**config.mk**
```make
export PLATFORM = sky130hd
export DESIGN_NAME = bit_pattern_tx_flat
export DESIGN_NICKNAME = d
export VERILOG_FILES = /design/src/rtl/bit_pattern_tx_pkg.sv /design/src/rtl/bit_pattern_tx_if.sv /design/src/rtl/bit_pattern_tx_shreg.sv /design/src/rtl/bit_pattern_tx.sv /design/src/flat_wrapper.sv
export SDC_FILE = /design/constraint.sdc
export NUM_CORES = 1
export LEC_CHECK = 0
export ABC_AREA = 1
export BUFFER_PORTS_ARGS = -buffer_cell sky130_fd_sc_hd__buf_4
export CELL_PAD_IN_SITES_DETAIL_PLACEMENT = 0
export CELL_PAD_IN_SITES_GLOBAL_PLACEMENT = 1
export CORE_ASPECT_RATIO = 1.4
export CORE_MARGIN = 1
export CORE_UTILIZATION = 38
export DETAILED_ROUTE_END_ITERATION = 10
export PLACE_DENSITY = 0.84
export SKIP_LAST_GASP = 1
export SYNTH_ARGS = -nofsm -noshare
export SYNTH_HDL_FRONTEND = slang
export SYNTH_HIERARCHICAL = 1
export SYNTH_SLANG_ARGS = --single-unit
```
**constraint.sdc**
```tcl
create_clock -name clk -period 2.5 [get_ports clk]
set_input_delay 0.25 -clock clk [delete_from_list [all_inputs] [get_ports clk]]
set_output_delay 0.25 -clock clk [all_outputs]
set_load 0.05 [all_outputs]
```
**src/rtl/bit_pattern_tx_pkg.sv**
```systemverilog
// ============================================================================
// bit_pattern_tx_pkg : shared types, defaults and helpers for bit_pattern_tx
// Revision: 1.0
// ============================================================================
`default_nettype none

package bit_pattern_tx_pkg;

  localparam int DEF_WIDTH = 8;
  localparam int DEF_REP_W = 4;

  typedef enum logic [1:0] {
    ST_IDLE  = 2'd0,
    ST_SHIFT = 2'd1,
    ST_GAP   = 2'd2,
    ST_DONE  = 2'd3
  } state_t;

  // A zero or oversize length selects the full register width.
  function automatic int unsigned eff_len_clamp(input int unsigned len,
                                                input int unsigned width);
    if ((len == 0) || (len > width)) begin
      return width;
    end
    return len;
  endfunction

endpackage

`default_nettype wire

```
**src/rtl/bit_pattern_tx_if.sv**
```systemverilog
// ============================================================================
// bit_pattern_tx_if : request/pattern inputs and serial outputs of bit_pattern_tx
// Revision: 1.0
// ============================================================================
`default_nettype none

interface bit_pattern_tx_if
  import bit_pattern_tx_pkg::*;
#(
  parameter int WIDTH = DEF_WIDTH,
  parameter int LEN_W = $clog2(WIDTH + 1),
  parameter int REP_W = DEF_REP_W
);

  logic             start;
  logic             abort;
  logic [WIDTH-1:0] pattern;
  logic [LEN_W-1:0] len;
  logic [REP_W-1:0] reps;
  logic             out;
  logic             out_valid;
  logic             busy;
  logic             done;

  modport master (
    output start, abort, pattern, len, reps,
    input  out, out_valid, busy, done
  );

  modport slave (
    input  start, abort, pattern, len, reps,
    output out, out_valid, busy, done
  );

endinterface

`default_nettype wire

```
**src/rtl/bit_pattern_tx_shreg.sv**
```systemverilog
// ============================================================================
// bit_pattern_tx_shreg : WIDTH-bit loadable left-shift register, zero fill
// Revision: 1.0
// ============================================================================
`default_nettype none

module bit_pattern_tx_shreg #(
  parameter int WIDTH = 8
) (
  input  wire logic             clk,
  input  wire logic             rst_n,
  input  wire logic             load,
  input  wire logic             shift,
  input  wire logic [WIDTH-1:0] din,
  output logic                  msb
);

  logic [WIDTH-1:0] r_data;

  always_ff @(posedge clk or negedge rst_n) begin
    if (!rst_n) begin
      r_data <= '0;
    end else if (load) begin
      r_data <= din;
    end else if (shift) begin
      r_data <= {r_data[WIDTH-2:0], 1'b0};
    end
  end

  assign msb = r_data[WIDTH-1];

endmodule

`default_nettype wire

```
**src/rtl/bit_pattern_tx.sv**
```systemverilog
// ============================================================================
// bit_pattern_tx : MSB-first serial pattern transmitter with repeat and gap.
// Optional even-parity bit per frame when BIT_PATTERN_TX_PARITY_EN is defined.
// Revision: 1.0
// ============================================================================
`default_nettype none

module bit_pattern_tx
  import bit_pattern_tx_pkg::*;
#(
  parameter int WIDTH = DEF_WIDTH,
  parameter int LEN_W = $clog2(WIDTH + 1),
  parameter int REP_W = DEF_REP_W
) (
  input  wire logic         clk,
  input  wire logic         rst_n,
  bit_pattern_tx_if.slave   bus
);

`ifdef BIT_PATTERN_TX_PARITY_EN
  localparam bit PAR_EN = 1'b1;
`else
  localparam bit PAR_EN = 1'b0;
`endif

  state_t           r_state;
  logic [WIDTH-1:0] r_cap;
  logic [LEN_W-1:0] r_eff;
  logic [LEN_W-1:0] r_cnt;
  logic [REP_W-1:0] r_rep;
  logic             r_parity;
  logic             r_par_phase;
  logic             r_out;
  logic             r_valid;
  logic             r_busy;
  logic             r_done;

  logic [LEN_W-1:0] w_eff;
  logic [LEN_W-1:0] w_sh;
  logic [WIDTH-1:0] w_aligned;
  logic             w_accept;
  logic             w_load;
  logic             w_shift;
  logic [WIDTH-1:0] w_din;
  logic             w_msb;

  assign w_eff     = LEN_W'(eff_len_clamp(32'(bus.len), WIDTH));
  assign w_sh      = LEN_W'(WIDTH) - w_eff;
  assign w_aligned = bus.pattern << w_sh;
  assign w_accept  = (r_state == ST_IDLE) && bus.start && !bus.abort;

  // The register always holds the bits after the one currently on out.
  assign w_load  = w_accept || ((r_state == ST_GAP) && !bus.abort);
  assign w_shift = (r_state == ST_SHIFT) && !bus.abort && (r_cnt > LEN_W'(1));
  assign w_din   = (r_state == ST_IDLE) ? (w_aligned << 1) : (r_cap << 1);

  bit_pattern_tx_shreg #(
    .WIDTH (WIDTH)
  ) u_shreg (
    .clk   (clk),
    .rst_n (rst_n),
    .load  (w_load),
    .shift (w_shift),
    .din   (w_din),
    .msb   (w_msb)
  );

  always_ff @(posedge clk or negedge rst_n) begin
    if (!rst_n) begin
      r_state     <= ST_IDLE;
      r_cap       <= '0;
      r_eff       <= '0;
      r_cnt       <= '0;
      r_rep       <= '0;
      r_parity    <= 1'b0;
      r_par_phase <= 1'b0;
      r_out       <= 1'b0;
      r_valid     <= 1'b0;
      r_busy      <= 1'b0;
      r_done      <= 1'b0;
    end else begin
      case (r_state)
        ST_IDLE: begin
          r_out   <= 1'b0;
          r_valid <= 1'b0;
          r_busy  <= 1'b0;
          r_done  <= 1'b0;
          if (w_accept) begin
            r_cap       <= w_aligned;
            r_eff       <= w_eff;
            r_cnt       <= w_eff;
            r_rep       <= bus.reps;
            r_parity    <= ^w_aligned;
            r_par_phase <= 1'b0;
            r_out       <= w_aligned[WIDTH-1];
            r_valid     <= 1'b1;
            r_busy      <= 1'b1;
            r_state     <= ST_SHIFT;
          end
        end

        ST_SHIFT: begin
          if (bus.abort) begin
            r_out       <= 1'b0;
            r_valid     <= 1'b0;
            r_busy      <= 1'b0;
            r_par_phase <= 1'b0;
            r_state     <= ST_IDLE;
          end else if (r_cnt > LEN_W'(1)) begin
            r_out <= w_msb;
            r_cnt <= r_cnt - LEN_W'(1);
          end else if (PAR_EN && !r_par_phase) begin
            r_out       <= r_parity;
            r_par_phase <= 1'b1;
          end else begin
            r_out       <= 1'b0;
            r_valid     <= 1'b0;
            r_par_phase <= 1'b0;
            if (r_rep != '0) begin
              r_state <= ST_GAP;
            end else begin
              r_done  <= 1'b1;
              r_state <= ST_DONE;
            end
          end
        end

        ST_GAP: begin
          if (bus.abort) begin
            r_busy  <= 1'b0;
            r_state <= ST_IDLE;
          end else begin
            // Replay from the captured copy so live inputs cannot leak in.
            r_out   <= r_cap[WIDTH-1];
            r_valid <= 1'b1;
            r_cnt   <= r_eff;
            r_rep   <= r_rep - REP_W'(1);
            r_state <= ST_SHIFT;
          end
        end

        ST_DONE: begin
          r_out   <= 1'b0;
          r_valid <= 1'b0;
          r_busy  <= 1'b0;
          r_done  <= 1'b0;
          r_state <= ST_IDLE;
        end

        default: begin
          r_out   <= 1'b0;
          r_valid <= 1'b0;
          r_busy  <= 1'b0;
          r_done  <= 1'b0;
          r_state <= ST_IDLE;
        end
      endcase
    end
  end

  assign bus.out       = r_out;
  assign bus.out_valid = r_valid;
  assign bus.busy      = r_busy;
  assign bus.done      = r_done;

endmodule

`default_nettype wire

```
**src/flat_wrapper.sv**
```systemverilog
// flat-port wrapper written by rule: the top's interface ports become plain ports
module bit_pattern_tx_flat import bit_pattern_tx_pkg::*;
#(
  parameter int WIDTH = DEF_WIDTH,
  parameter int LEN_W = $clog2(WIDTH + 1),
  parameter int REP_W = DEF_REP_W
)
  (clk, rst_n, bus_start, bus_abort, bus_pattern, bus_len, bus_reps, bus_out, bus_out_valid, bus_busy, bus_done);
  bit_pattern_tx_if #(.WIDTH(WIDTH), .LEN_W(LEN_W), .REP_W(REP_W)) bus_i ();
  input  wire logic clk;
  input  wire logic rst_n;
  input wire logic [$bits(bus_i.start)-1:0] bus_start;
  input wire logic [$bits(bus_i.abort)-1:0] bus_abort;
  input wire logic [$bits(bus_i.pattern)-1:0] bus_pattern;
  input wire logic [$bits(bus_i.len)-1:0] bus_len;
  input wire logic [$bits(bus_i.reps)-1:0] bus_reps;
  output wire logic [$bits(bus_i.out)-1:0] bus_out;
  output wire logic [$bits(bus_i.out_valid)-1:0] bus_out_valid;
  output wire logic [$bits(bus_i.busy)-1:0] bus_busy;
  output wire logic [$bits(bus_i.done)-1:0] bus_done;
  assign bus_i.start = bus_start;
  assign bus_i.abort = bus_abort;
  assign bus_i.pattern = bus_pattern;
  assign bus_i.len = bus_len;
  assign bus_i.reps = bus_reps;
  assign bus_out = bus_i.out;
  assign bus_out_valid = bus_i.out_valid;
  assign bus_busy = bus_i.busy;
  assign bus_done = bus_i.done;
  bit_pattern_tx #(.WIDTH(WIDTH), .LEN_W(LEN_W), .REP_W(REP_W)) u_core (.clk(clk), .rst_n(rst_n), .bus(bus_i));
endmodule
```
==> results_tabular.tex, run 1 <==
\begin{tabular}{lr}
\hline
Metric & Value \\
\hline
\multicolumn{2}{l}{\textbf{Yosys}} \\
\quad Netlist cell types & 32 \\
\quad Async set or reset register ratio after synthesis & 100\% \\
\quad Post-synth design cell area & 2140 um\^{}2 \\
\quad Most frequently used cell type in the post-synthesis netlist & nand2\_1 \\
\quad Mean Syn Cell Area & about 7.4 um\^{}2 \\
\quad YS warnings & 6 \\
\quad Mapped Cells & roughly 290 \\
\quad Flip-flop cell with the highest count after synthesis & dfrtp\_1 \\
\quad Cells taking the most area after synthesis & dfrtp\_1 40\%, nand2\_1 13\%, nand3\_1 11\% \\
\quad Nets in the synthesized netlist & between 300 and 400 \\
\quad Sequential fraction of the synthesis area & a little under 40\% \\
\quad Share of Yosys cell area claimed by the top area cell type & between 30 and 40\% \\
\quad Post-synth top cells & 76 x nand2\_1, 45 x nand3\_1, 34 x dfrtp\_1 \\
\quad Number of synthesized register bits & 34 \\
\quad Library cell occupying the most area in the post-synthesis netlist & dfrtp\_1 \\
\quad Post-synth EDFFs & 0 \\
\multicolumn{2}{l}{\textbf{Floorplanning}} \\
\quad Die X-Extent & approximately 65 um \\
\quad Die Footprint & 5940 um\^{}2 \\
\quad DIE HEIGHT & just over 90 um \\
\quad Number of top-level pins & 24 \\
\quad Number of cell rows & 31 \\
\quad Initial core utilization & just over 40\% \\
\quad Core area & 5310 um\^{}2 \\
\multicolumn{2}{l}{\textbf{Timing}} \\
\quad Transition time at the pin with the least slew margin & 0.501 ns \\
\quad Setup Skew & around 0.0065 ns \\
\quad Post-route fraction of the period consumed by the critical path & a little over four fifths \\
\quad Final setup TNS & 0 ns \\
\quad Setup repair after global routing missed its margin & no \\
\quad Tightest slew margin relative to the limit & 66.4\% \\
\quad Highest achievable clock rate & $\sim$480 MHz \\
\quad Final setup violation count & 0 \\
\quad Pins Over Slew Limit & 0 \\
\quad Hold Violations, Final & 0 \\
\quad Hold slack final & approximately 0.21 ns \\
\quad Post-route minimum period & approximately 2.1 ns \\
\multicolumn{2}{l}{\textbf{Global route}} \\
\quad First-pass GRT wire length & between 8000 and 9000 um \\
\quad Antenna violations before repair & 0 \\
\quad Via count of the first global-routing pass & 1915 \\
\quad Total routing usage reported by global routing & a little under a fifth \\
\quad Overflow left after global routing & 0 \\
\quad Maximum number of pins on one net before global-route repair & 35 \\
\multicolumn{2}{l}{\textbf{Flow run}} \\
\quad Number of max-capacitance violations reported & 0 \\
\multicolumn{2}{l}{\textbf{Finish}} \\
\quad Utilization after layout & around 47\% \\
\quad Share of cells above drive strength 1 & a little over an eighth \\
\quad Signed area change from the synthesized netlist to the final layout & 15.6\% \\
\quad Final net count & roughly 340 \\
\quad Number of filler cells placed in the layout & 537 \\
\quad Post-route cell area & roughly 2500 um\^{}2 \\
\quad Ant. Diodes & 0 \\
\multicolumn{2}{l}{\textbf{Power and ir drop}} \\
\quad Power per unit of standard cell area & 1090 nW/um\^{}2 \\
\quad VDD IR-drop max & 0.469 mV \\
\quad Static power due to leakage & 0.00124 uW \\
\multicolumn{2}{l}{\textbf{Detailed routing}} \\
\quad Detailed-route vias per instance & approximately 5.2 \\
\quad Routed length per placed instance & between 10 and 15 um \\
\quad Iteration-0 DRC count of the detailed router & between 60 and 70 \\
\quad Pre-Repair DR Iteration Count & 7 \\
\quad Total number of vias & approximately 2000 \\
\quad Sum of routed wire length over all layers & between 4000 and 5000 um \\
\quad Number of DRC violations after detailed routing & 0 \\
\quad Antenna Nets Post-Route & 0 \\
\multicolumn{2}{l}{\textbf{Clock network}} \\
\quad Worst-Skew Late Latency & roughly 0.29 ns \\
\quad Post-CTS clock slew at the launch and capture registers of the worst setup and hold paths & about 0.07 ns \\
\quad Max H-tree Level & 2 \\
\quad Clk Tree Root Cell & clkbuf\_8 \\
\quad Count of clock tree sinks & 34 \\
\quad Clock tree from TritonCTS & yes \\
\quad Number of post-CTS setup repair buffers & 0 \\
\quad Number of gates resized after cts & 0 \\
\quad Total CTS buffers & 5 \\
\quad Clock tree buffer depth & 2 \\
\multicolumn{2}{l}{\textbf{Worst setup path}} \\
\quad Data arrival, critical path & 2.27 ns \\
\quad Cell-by-cell listing of the critical path & inv\_1, ha\_1, nand3\_1, buf\_4, nand2\_1, inv\_2, nand3\_1, nand3\_1 \\
\quad Max Fanout on Critical Path & 19 \\
\quad Critical path endpoint category & register \\
\quad Stage delay of the slowest cell on the critical path & around 0.4 ns \\
\quad Worst path slowest cell & nand2\_1 \\
\quad CP delay by family, top & simple AND/OR/NAND/NOR gates \\
\quad Slack of the worst reg-to-reg path & between 0.4 and 0.5 ns \\
\quad Endpoint of the worst register-to-register path & u\_core/u\_shreg/r\_data[5] \\
\quad Type of the worst setup path & reg -> reg \\
\quad WP buf/inv & 3 \\
\quad Startpoint type of the worst setup path & register \\
\quad Start of the worst register-to-register path & u\_core/r\_state[0] \\
\quad Most frequent cell on the critical path & nand3\_1 \\
\quad WP data required & between 2 and 3 ns \\
\quad Depth of the worst register-to-register path & 8 \\
\multicolumn{2}{l}{\textbf{Min path}} \\
\quad Start point of the worst hold path & bus\_reps[1] \\
\quad Worst-case hold path end point & u\_core/r\_rep[1] \\
\quad Number of cells on the worst hold path & 3 \\
\quad Hold/Removal Path Class & in -> reg \\
\multicolumn{2}{l}{\textbf{Placement}} \\
\quad Placer's final routability congestion estimate & about 0.82 \\
\quad Port bufs & 23 \\
\quad DP Wirelength & 3530 um \\
\quad DP Area & 2380 um\^{}2 \\
\multicolumn{2}{l}{\textbf{Outcome}} \\
\quad Run status & finished clean \\
\hline
\end{tabular}
[repair_timing]
item | CTS | global route
hold buffers | 1 | 0
endpoints found under the setup margin | 0 | 0
hold endpoints to repair | 34 | 0
[per-stage QoR]
step	instances	total power, uW	setup WS, ns
5_1_grt	381	2960	0.197
6_report	381	2700	0.404
4_1_cts	381	2710	0.384
3_3_place_gp	374	2280	0.302
2_1_floorplan	288	1940	0.531
3_5_place_dp	374	2290	0.230
[kinds of logic after synthesis]
family	Yosys count	share of synthesized area [%]
AND/OR/NAND/NOR	146	31.3
AO/OA/AOI/OAI	56	14.6
buffers and inverters	41	8.25
flip-flops	34	39.8
adder cells (fa/ha/maj)	8	4.68
XOR/XNOR	2	1.17
other	1	0.175
[worst max-delay path by stage]
stage | from | cells after the start | endpoint
after detailed placement | bus_len[0] | 13 | u_core/u_shreg/r_data[7]
final | u_core/r_state[0] | 8 | u_core/u_shreg/r_data[5]
after CTS | u_core/r_state[0] | 8 | u_core/u_shreg/r_data[3]
after global routing | u_core/r_state[0] | 8 | u_core/u_shreg/r_data[6]
after global placement | bus_len[0] | 13 | u_core/u_shreg/r_data[7]
after floorplan | bus_len[0] | 13 | u_core/u_shreg/r_data[7]
[cell type report]
type	instances	area (um^2)	area share, %
Multi-Input combinational cell	213	1110	45.0
Sequential cell	34	851	34.4
Tap cell	66	82.6	3.34
Clock buffer	6	82.6	3.34
Inverter	33	124	5.01
Timing Repair Buffer	29	220	8.91
[sequential cells by signal, summed over array words and instances, names as in the netlist]
register	cells
u_core/r_cap	8
u_core/u_shreg/r_data	8
u_core/r_cnt	4
u_core/r_eff	4
u_core/r_rep	4
u_core/r_state	2
u_core/bus.busy	1
u_core/bus.done	1
u_core/bus.out	1
u_core/bus.out_valid	1
[where the power goes]
group	internal (uW)	switching [uW]
Sequential	794	128
Clock	212	195
Combinational	477	890
Total	1480	1210
[cell usage in the layout, fill, tap and decap left out, types with 8 or more instances in the layout]
master	netlist	routed
o21ai_0	28	28
nor2_1	12	12
dfrtp_1	34	34
buf_4	1	28
nand2_1	76	76
nand3_1	45	45
a21oi_1	10	10
inv_1	30	30
ha_1	8	8
[worst register-to-register path, cell delays in order (launching register included)]
cell     delay, ns
dfrtp_1       0.38
inv_1         0.12
ha_1          0.37
nand3_1       0.15
buf_4         0.22
nand2_1       0.39
inv_2         0.15
nand3_1       0.11
nand3_1       0.09
[per-layer routing]
metal / global-route usage (%) / vias to the layer above / share of wire [%]
li1: - / 1010 / -
met1: 22.8 / 919 / 45
met4: 8.51 / 0 / 1.9
met2: 30.7 / 35 / 50
met3: 2.65 / 4 / 2.8
met5: 0 / - / 0
No activity file was read; power rests on OpenSTA's default activity.
==> run 2: changes to the inputs <==
--- a/config.mk
+++ b/config.mk
@@ -13,7 +13,7 @@
 export CORE_MARGIN = 1
 export CORE_UTILIZATION = 38
 export DETAILED_ROUTE_END_ITERATION = 10
-export PLACE_DENSITY = 0.84
+export PLACE_DENSITY = 0.87
 export SKIP_LAST_GASP = 1
 export SYNTH_ARGS = -nofsm -noshare
 export SYNTH_HDL_FRONTEND = slang
==> constraint.sdc (replaced) <==
create_clock -name clk -period 1.9 [get_ports clk]
set_input_delay 0.19 -clock clk [delete_from_list [all_inputs] [get_ports clk]]
set_output_delay 0.19 -clock clk [all_outputs]
set_load 0.05 [all_outputs]
==> run 2 against run 1 <==
Net effect: routed wire length is 0.23% lower; worst setup slack worse by 0.25 ns; register-to-register slack got worse by 0.25 ns; maximum frequency is 20% higher; sequential share of layout area down 1.4 points; via count up 1.1%; final area grew 4.2%; combinational power increased by 42%; first-iteration DRC count increased by 85%; critical endpoint is now u_core/r_cnt[3]; largest power group unchanged; highest routed layer unchanged.
==> results_tabular.tex, run 2 (synthesis gave the netlist of run 1 again) <==
\begin{tabular}{lr}
\hline
Metric & Value \\
\hline
\multicolumn{2}{l}{\textbf{Outcome}} \\
\quad Run status & finished clean \\
\multicolumn{2}{l}{\textbf{Finish}} \\
\quad Largest regs & u\_core/r\_cap x8, u\_core/u\_shreg/r\_data x8 \\
\quad Share of cells above drive strength 1 & 17.8\% (+4.5 points) \\
\quad Signed area change from the synthesized netlist to the final layout & 20.4\% \\
\quad Commonest non-fill, non-tap cells in the layout & 75 x nand2\_1, 45 x nand3\_1, 37 x buf\_4 \\
\quad Final net count & 354 (+2.9\%) \\
\quad Most common cell after layout, fill and taps aside & nand2\_1 \\
\quad Ant. Diodes & 0 (unchanged) \\
\multicolumn{2}{l}{\textbf{Clock network}} \\
\quad Post-CTS clock slew at the launch and capture registers of the worst setup and hold paths & 0.07 ns (about the same) \\
\quad Clock tree from TritonCTS & yes \\
\quad Count of clock tree sinks & 34 (unchanged) \\
\quad Total CTS buffers & 5 (unchanged) \\
\quad Clock tree buffer depth & 2 (unchanged) \\
\quad Number of post-CTS setup repair buffers & 0 (unchanged) \\
\quad Worst-Skew Late Latency & 0.28 ns (about the same) \\
\quad Max H-tree Level & 2 (unchanged) \\
\quad Clk Tree Root Cell & clkbuf\_8 \\
\multicolumn{2}{l}{\textbf{Timing}} \\
\quad Post-route minimum period & 1.75 ns (-0.351 ns) \\
\quad Worst Slack Setup Final & 0.155 ns (-0.249 ns) \\
\quad Hold Violations, Final & 0 (unchanged) \\
\quad Pins Over Slew Limit & 0 (unchanged) \\
\quad Setup repair after global routing missed its margin & yes \\
\quad Setup Skew & 0.00479 ns (-0.00169 ns) \\
\quad Final setup violation count & 0 (unchanged) \\
\quad Highest achievable clock rate & 573 MHz (+20\%) \\
\quad Final setup TNS & 0 ns (unchanged) \\
\quad Post-route fraction of the period consumed by the critical path & 91.9\% (+8.0 points) \\
\multicolumn{2}{l}{\textbf{Worst setup path}} \\
\quad Critical path endpoint category & register \\
\quad Endpoint of the worst register-to-register path & u\_core/r\_cnt[3] \\
\quad CP startpoint & u\_core/r\_state[0] \\
\quad Stage delay of the slowest cell on the critical path & 0.38 ns (about the same) \\
\quad Start of the worst register-to-register path & u\_core/r\_state[0] \\
\quad Max Fanout on Critical Path & 8 (-11) \\
\quad Cell-by-cell listing of the critical path & inv\_1, ha\_2, nand3\_1, nand2\_1, nand3\_1, o21ai\_2, o21ai\_0, o21ai\_0 \\
\quad Startpoint type of the worst setup path & register \\
\quad CP Capture Point & u\_core/r\_cnt[3] \\
\quad Data arrival, critical path & 1.94 ns (-0.33 ns) \\
\quad Type of the worst setup path & reg -> reg \\
\quad Slack of the worst reg-to-reg path & 0.15 ns (-0.25 ns) \\
\quad WP buf/inv & 1 (-2) \\
\quad Worst path slowest cell & dfrtp\_1 \\
\quad CP delay by family, top & compound AO/OA/AOI/OAI gates \\
\quad Depth of the critical timing path with buffers and inverters included & 8 (unchanged) \\
\quad WP data required & 2.10 ns (-0.57 ns) \\
\quad Depth of the worst register-to-register path & 8 (unchanged) \\
\multicolumn{2}{l}{\textbf{Detailed routing}} \\
\quad Routed length per placed instance & 12.3 um (-3.0\%) \\
\quad Sum of routed wire length over all layers & 4830 um (-0.23\%) \\
\quad Iteration-0 DRC count of the detailed router & 115 (+85\%) \\
\quad Number of DRC violations after detailed routing & 0 (unchanged) \\
\quad Antenna Nets Post-Route & 0 (unchanged) \\
\quad Pre-Repair DR Iteration Count & 4 (-3) \\
\quad Total number of vias & 1989 (+1.1\%) \\
\quad Detailed-route vias per instance & 5.07 (-1.8\%) \\
\multicolumn{2}{l}{\textbf{Flow run}} \\
\quad Number of max-capacitance violations reported & 0 (unchanged) \\
\multicolumn{2}{l}{\textbf{Floorplanning}} \\
\quad Number of top-level pins & 24 (unchanged) \\
\quad Core area & 5310 um\^{}2 (unchanged) \\
\quad Die X-Extent & 65.4 um (unchanged) \\
\quad DIE HEIGHT & 90.8 um (unchanged) \\
\quad Number of cell rows & 31 (unchanged) \\
\quad Initial core utilization & 40.2\% (unchanged) \\
\quad Die Footprint & 5940 um\^{}2 (unchanged) \\
\multicolumn{2}{l}{\textbf{Min path}} \\
\quad Number of cells on the worst hold path & 3 (unchanged) \\
\quad Start point of the worst hold path & bus\_reps[1] \\
\quad Hold/Removal Path Class & in -> reg \\
\multicolumn{2}{l}{\textbf{Placement}} \\
\quad DP Wirelength & 3650 um (+3.6\%) \\
\quad Port bufs & 23 (unchanged) \\
\quad Placer's final routability congestion estimate & 0.866 (+5.3\%) \\
\quad Setup Slack @ Placement & -0.0213 ns (-0.251 ns) \\
\multicolumn{2}{l}{\textbf{Power and ir drop}} \\
\quad Power per unit of standard cell area & 1420 nW/um\^{}2 (+30\%) \\
\quad VDD IR-drop max & 0.628 mV (+34\%) \\
\quad Static power due to leakage & 0.00129 uW (+3.8\%) \\
\multicolumn{2}{l}{\textbf{Global route}} \\
\quad First-pass GRT wire length & 8450 um (+0.57\%) \\
\quad Via count of the first global-routing pass & 1939 (+1.3\%) \\
\quad Antenna violations before repair & 0 (unchanged) \\
\quad Maximum number of pins on one net before global-route repair & 35 (unchanged) \\
\quad Overflow left after global routing & 0 (unchanged) \\
\quad Total routing usage reported by global routing & 18.2\% (-0.19 points) \\
\hline
\end{tabular}
run 2: cell types whose count changed in the layout (fill, tap and decap cells not counted), moves of 2 or more:
cell and change:
ha_1 -2, buf_4 +9, clkinv_1 -2, ha_2 +2, clkbuf_1 +2
run 2: area by class of cell:
type	instances	area [um^2]
clock buffer	7	76.3
fill	538	2740
sequential	34	851
inverter	33	129
timing repair buffer	39	308
tap	66	82.6
multi-input combinational	213	1130
run 2: power by group:
| part | switching [uW] | internal (uW) | total, uW |
|---|---|---|---|
| Combinational | 1200 | 734 | 1940 |
| Clock | 245 | 252 | 497 |
| Sequential | 178 | 1050 | 1220 |
| Total | 1630 | 2030 | 3660 |
run 2: per-layer routing:
layer	share of wire, %	vias to the layer above	track usage, %
li1	-	1032	-
met1	45	901	22.5
met2	50	49	30.8
met3	2.9	7	2.65
met4	1.3	0	7.43
met5	0	-	0
run 2: tightest hold or removal path: cells and delay by family:
kind | cells | cell delay, ns
compound gates | 2 | 0.15
buf+inv | 1 | 0.08
run 2: metrics by stage:
step                      cell area, um^2  utilization, %  cells  power, uW  hold WS, ns
after CTS                            2550            48.1    392       3640        0.168
after floorplan                      2140               -    288       2560       -0.106
final                                2570            48.4    392       3660        0.176
after global routing                 2570            48.4    392       4030        0.196
after global placement               2470            46.4    384       3100        0.165
after detailed placement             2470            46.4    384       3120        0.168
run 2: worst min-delay path by stage:
stage               slack [ns]               to
CTS                       0.17  u_core/r_rep[1]
finish                    0.18  u_core/r_rep[1]
global placement          0.17  u_core/r_eff[2]
global route              0.20  u_core/r_rep[1]
detailed placement        0.17  u_core/r_eff[2]
floorplan                -0.11  u_core/bus.busy
run 2: timing repair:
action,in CTS,in global routing
resized for setup,0,6
hold buffers,1,0
setup endpoints to repair,0,16
endpoints found under the hold margin,34,0
==> run 3: changes to the inputs <==
--- a/config.mk
+++ b/config.mk
@@ -5,7 +5,7 @@
 export SDC_FILE = /design/constraint.sdc
 export NUM_CORES = 1
 export LEC_CHECK = 0
-export ABC_AREA = 1
+export ABC_AREA = 0
 export BUFFER_PORTS_ARGS = -buffer_cell sky130_fd_sc_hd__buf_4
 export CELL_PAD_IN_SITES_DETAIL_PLACEMENT = 0
 export CELL_PAD_IN_SITES_GLOBAL_PLACEMENT = 1
@@ -13,7 +13,7 @@
 export CORE_MARGIN = 1
 export CORE_UTILIZATION = 38
 export DETAILED_ROUTE_END_ITERATION = 10
-export PLACE_DENSITY = 0.87
+export PLACE_DENSITY = 0.84
 export SKIP_LAST_GASP = 1
 export SYNTH_ARGS = -nofsm -noshare
 export SYNTH_HDL_FRONTEND = slang
==> run 3 against run 2 <==
Net effect: cell count is 7.9% lower; combinational power fell by 15%; worst setup slack got worse by 0.0028 ns; maximum frequency fell by 0.16%; routed wire length increased by 3.3%; area after synthesis rose by 4.2%; sequential cell count stayed put; hold slack got worse by 0.016 ns; via count decreased by 4.7%; non-clock buffer count rose by 10; sequential power about the same; largest power group unchanged.
==> results_tabular.tex, run 3 <==
\begin{tabular}{lr}
\hline
Metric & Value \\
\hline
\multicolumn{2}{l}{\textbf{Outcome}} \\
\quad Run status & finished clean \\
\multicolumn{2}{l}{\textbf{Timing}} \\
\quad Setup repair after global routing missed its margin & no \\
\quad Setup Skew & 0.00720 ns (+0.00241 ns) \\
\quad Post-route minimum period & 1.75 ns (+0.00285 ns) \\
\quad Highest achievable clock rate & 572 MHz (-0.16\%) \\
\quad Pins Over Slew Limit & 0 (unchanged) \\
\quad Hold slack final & 0.160 ns (-0.0165 ns) \\
\quad Final setup violation count & 0 (unchanged) \\
\quad Hold Violations, Final & 0 (unchanged) \\
\quad Final setup TNS & 0 ns (unchanged) \\
\quad Post-route fraction of the period consumed by the critical path & 92.0\% (+0.15 points) \\
\multicolumn{2}{l}{\textbf{Yosys}} \\
\quad Mean Syn Cell Area & 9.05 um\^{}2 (+22\%) \\
\quad Flip-flop cell with the highest count after synthesis & dfrtp\_1 \\
\quad Post-synth EDFFs & 0 (unchanged) \\
\quad Post-synth top cells & 36 x nand2\_1, 34 x dfrtp\_1, 22 x o21ai\_0 \\
\quad Share of Yosys cell area claimed by the top area cell type & 38.2\% (-1.6 points) \\
\quad Nets in the synthesized netlist & 274 (-13\%) \\
\quad Sequential fraction of the synthesis area & 38.2\% (-1.6 points) \\
\quad YS warnings & 6 (unchanged) \\
\quad Async set or reset register ratio after synthesis & 100\% (unchanged) \\
\quad Cells taking the most area after synthesis & dfrtp\_1 38\%, mux2i\_1 7.2\%, nand2\_1 6.1\% \\
\quad Post-synth design cell area & 2230 um\^{}2 (+4.2\%) \\
\quad Library cell occupying the most area in the post-synthesis netlist & dfrtp\_1 \\
\quad Number of synthesized register bits & 34 (unchanged) \\
\quad Netlist cell types & 47 (+47\%) \\
\quad Mapped Cells & 246 (-15\%) \\
\quad Most frequently used cell type in the post-synthesis netlist & nand2\_1 \\
\multicolumn{2}{l}{\textbf{Finish}} \\
\quad Sequential cell area & 851 um\^{}2 (unchanged) \\
\quad Post-route cell area & 2740 um\^{}2 (+6.6\%) \\
\quad Utilization after layout & 49.3\% (+0.85 points) \\
\quad Final net count & 320 (-9.6\%) \\
\quad Number of filler cells placed in the layout & 538 (unchanged) \\
\quad Commonest non-fill, non-tap cells in the layout & 47 x buf\_4, 36 x nand2\_1, 34 x dfrtp\_1 \\
\quad Signed area change from the synthesized netlist to the final layout & 23.1\% \\
\quad Share of cells above drive strength 1 & 27.3\% (+9.5 points) \\
\quad Ant. Diodes & 0 (unchanged) \\
\quad Most common cell after layout, fill and taps aside & buf\_4 \\
\quad Largest regs & u\_core/r\_cap x8, u\_core/u\_shreg/r\_data x8 \\
\quad Area of the multi-input gates & 1280 um\^{}2 (+14\%) \\
\multicolumn{2}{l}{\textbf{Worst setup path}} \\
\quad Type of the worst setup path & reg -> reg \\
\quad Stage delay of the slowest cell on the critical path & 0.41 ns (+0.03 ns) \\
\quad WP data required & 2.08 ns (-0.02 ns) \\
\quad WP buf/inv & 2 (+1) \\
\quad Critical path endpoint category & register \\
\quad Start of the worst register-to-register path & u\_core/r\_cnt[0] \\
\quad Worst path slowest cell & dfrtp\_1 \\
\quad Cell-by-cell listing of the critical path & inv\_1, ha\_1, nor2\_1, nor3\_1, a2111o\_1, buf\_4, a21o\_1 \\
\quad Depth of the worst register-to-register path & 7 (-1) \\
\quad Slack of the worst reg-to-reg path & 0.15 ns (about the same) \\
\quad CP Capture Point & u\_core/r\_cnt[3] \\
\quad Max Fanout on Critical Path & 7 (-1) \\
\quad CP startpoint & u\_core/r\_cnt[0] \\
\quad Depth of the critical timing path with buffers and inverters included & 7 (-1) \\
\quad CP delay by family, top & compound AO/OA/AOI/OAI gates \\
\quad Startpoint type of the worst setup path & register \\
\quad Endpoint of the worst register-to-register path & u\_core/r\_cnt[3] \\
\quad Data arrival, critical path & 1.93 ns (about the same) \\
\multicolumn{2}{l}{\textbf{Placement}} \\
\quad DP Wirelength & 3790 um (+3.6\%) \\
\quad DP Area & 2630 um\^{}2 (+6.6\%) \\
\quad Placer's final routability congestion estimate & 0.813 (-6.1\%) \\
\quad Port bufs & 23 (unchanged) \\
\multicolumn{2}{l}{\textbf{Detailed routing}} \\
\quad Total number of vias & 1895 (-4.7\%) \\
\quad Antenna Nets Post-Route & 0 (unchanged) \\
\quad Detailed-route vias per instance & 5.25 (+3.5\%) \\
\quad Sum of routed wire length over all layers & 4990 um (+3.3\%) \\
\quad Top routing layer in use & met4 \\
\quad Total met3 wirelength after detailed routing & 130 um (-7.8\%) \\
\quad Pre-Repair DR Iteration Count & 4 (unchanged) \\
\quad Length of routed met2 wiring & 2570 um (+5.5\%) \\
\quad Routed length per placed instance & 13.8 um (+12\%) \\
\quad Length of routed wiring on met1 & 2180 um (-0.59\%) \\
\quad Number of DRC violations after detailed routing & 0 (unchanged) \\
\quad Iteration-0 DRC count of the detailed router & 35 (-70\%) \\
\multicolumn{2}{l}{\textbf{Global route}} \\
\quad Maximum number of pins on one net before global-route repair & 35 (unchanged) \\
\quad Overflow left after global routing & 0 (unchanged) \\
\quad Total routing usage reported by global routing & 18.2\% (+0.027 points) \\
\quad Antenna violations before repair & 0 (unchanged) \\
\quad Via count of the first global-routing pass & 1907 (-1.7\%) \\
\quad First-pass GRT wire length & 8640 um (+2.2\%) \\
\multicolumn{2}{l}{\textbf{Clock network}} \\
\quad Clk Tree Root Cell & clkbuf\_8 \\
\quad Count of clock tree sinks & 34 (unchanged) \\
\quad Clock tree buffer depth & 2 (unchanged) \\
\quad Total CTS buffers & 5 (unchanged) \\
\quad Max H-tree Level & 2 (unchanged) \\
\quad Clock tree from TritonCTS & yes \\
\quad Worst-Skew Late Latency & 0.29 ns (about the same) \\
\quad Post-CTS clock slew at the launch and capture registers of the worst setup and hold paths & 0.07 ns (about the same) \\
\multicolumn{2}{l}{\textbf{Floorplanning}} \\
\quad Number of cell rows & 32 (+3.2\%) \\
\quad Die X-Extent & 66.7 um (+2.0\%) \\
\quad Initial core utilization & 40.0\% (-0.22 points) \\
\quad DIE HEIGHT & 92.6 um (+2.0\%) \\
\quad Die Footprint & 6180 um\^{}2 (+4.0\%) \\
\quad Number of top-level pins & 24 (unchanged) \\
\quad Core area & 5570 um\^{}2 (+4.7\%) \\
\multicolumn{2}{l}{\textbf{Power and ir drop}} \\
\quad Clock share of power & 15.7\% (+2.1 points) \\
\quad Power per unit of standard cell area & 1250 nW/um\^{}2 (-12\%) \\
\quad Cell internal pwr & 2040 uW (+0.53\%) \\
\quad VDD IR-drop max & 0.453 mV (-28\%) \\
\quad NetSw & 1380 uW (-15\%) \\
\quad Net switching share of the total power & 40.3\% (-4.2 points) \\
\quad Part of the total power dissipated in combinational logic & 48.2\% (-4.8 points) \\
\quad Sequential cell fraction of total power & 36.1\% (+2.7 points) \\
\quad Static power due to leakage & 0.00126 uW (-2.3\%) \\
\multicolumn{2}{l}{\textbf{Min path}} \\
\quad Hold/Removal Path Class & in -> reg \\
\multicolumn{2}{l}{\textbf{Flow run}} \\
\quad Number of max-capacitance violations reported & 0 (unchanged) \\
\hline
\end{tabular}
## run 3: cell types whose count changed in the layout (fill, tap and decap cells not counted), sizes merged, moves of 3 or more
| cell | delta |
|---|---|
| nor2b | +3 |
| a21oi | +3 |
| nand2 | -43 |
| nor2 | +3 |
| nand4 | -5 |
| buf | +10 |
| inv | -18 |
| mux2 | +13 |
| nand2b | +3 |
| nand3 | -43 |
| mux2i | +16 |
| o211ai | -3 |
| nor3 | +9 |
## run 3: kinds of logic after synthesis
| family | count (synthesis) | synth area share, % |
|---|---|---|
| adders and majority gates | 8 | 4.49 |
| and+or+nand+nor | 79 | 16.7 |
| xor gates and xnor gates | 4 | 2.75 |
| DFF | 34 | 38.2 |
| buffers and inverters | 23 | 5.06 |
| other | 1 | 0.168 |
| muxes | 29 | 13.9 |
| AOI/OAI and AO/OA | 68 | 18.7 |
## run 3: power groups by stage
stage	clock [uW]	sequential, uW	combinational (uW)
finish	537	1230	1650
global route	583	1270	1850
CTS	558	1230	1630
detailed placement	0	1240	1620
global placement	0	1230	1590
floorplan	0	1270	1100
## run 3: metrics by stage
stage	setup WS [ns]	total power [uW]	instances
after floorplan	0.00203	2360	246
after global placement	-0.0897	2820	351
after detailed placement	-0.121	2860	351
after CTS	0.0335	3420	360
after global routing	0.0498	3700	361
final	0.152	3420	361
## run 3: layout make-up
cell class / instances / area share [%]
Multi-Input combinational cell: 189 / 46.8
Tap cell: 68 / 3.10
Clock buffer: 5 / 2.51
Timing Repair Buffer: 49 / 14.0
Clock inverter: 3 / 0.776
Sequential cell: 34 / 31.0
Inverter: 13 / 1.87
## run 3: timing repair
action,CTS,global route
endpoints found under the hold margin,34,0
setup endpoints to repair,0,6
hold buffers,1,0
resized for setup,0,2
buffers inserted,0,1
## run 3: worst min-delay path by stage
stage	endpoint	slack [ns]	cells past startpoint	startpoint
after floorplan	u_core/bus.busy	-0.11	0	rst_n
after global placement	u_core/r_cnt[1]	0.17	1	rst_n
after detailed placement	u_core/r_cnt[1]	0.16	1	rst_n
after CTS	u_core/bus.busy	0.15	2	bus_abort
after global routing	u_core/bus.busy	0.17	2	bus_abort
final	u_core/bus.busy	0.16	2	bus_abort
## run 3: per-layer routing
layer  track usage (%)  vias to the layer above
met4              8.33                        0
met5                 0                        -
li1                  -                      961
met3              2.59                       10
met1              21.3                      893
met2              31.8                       31
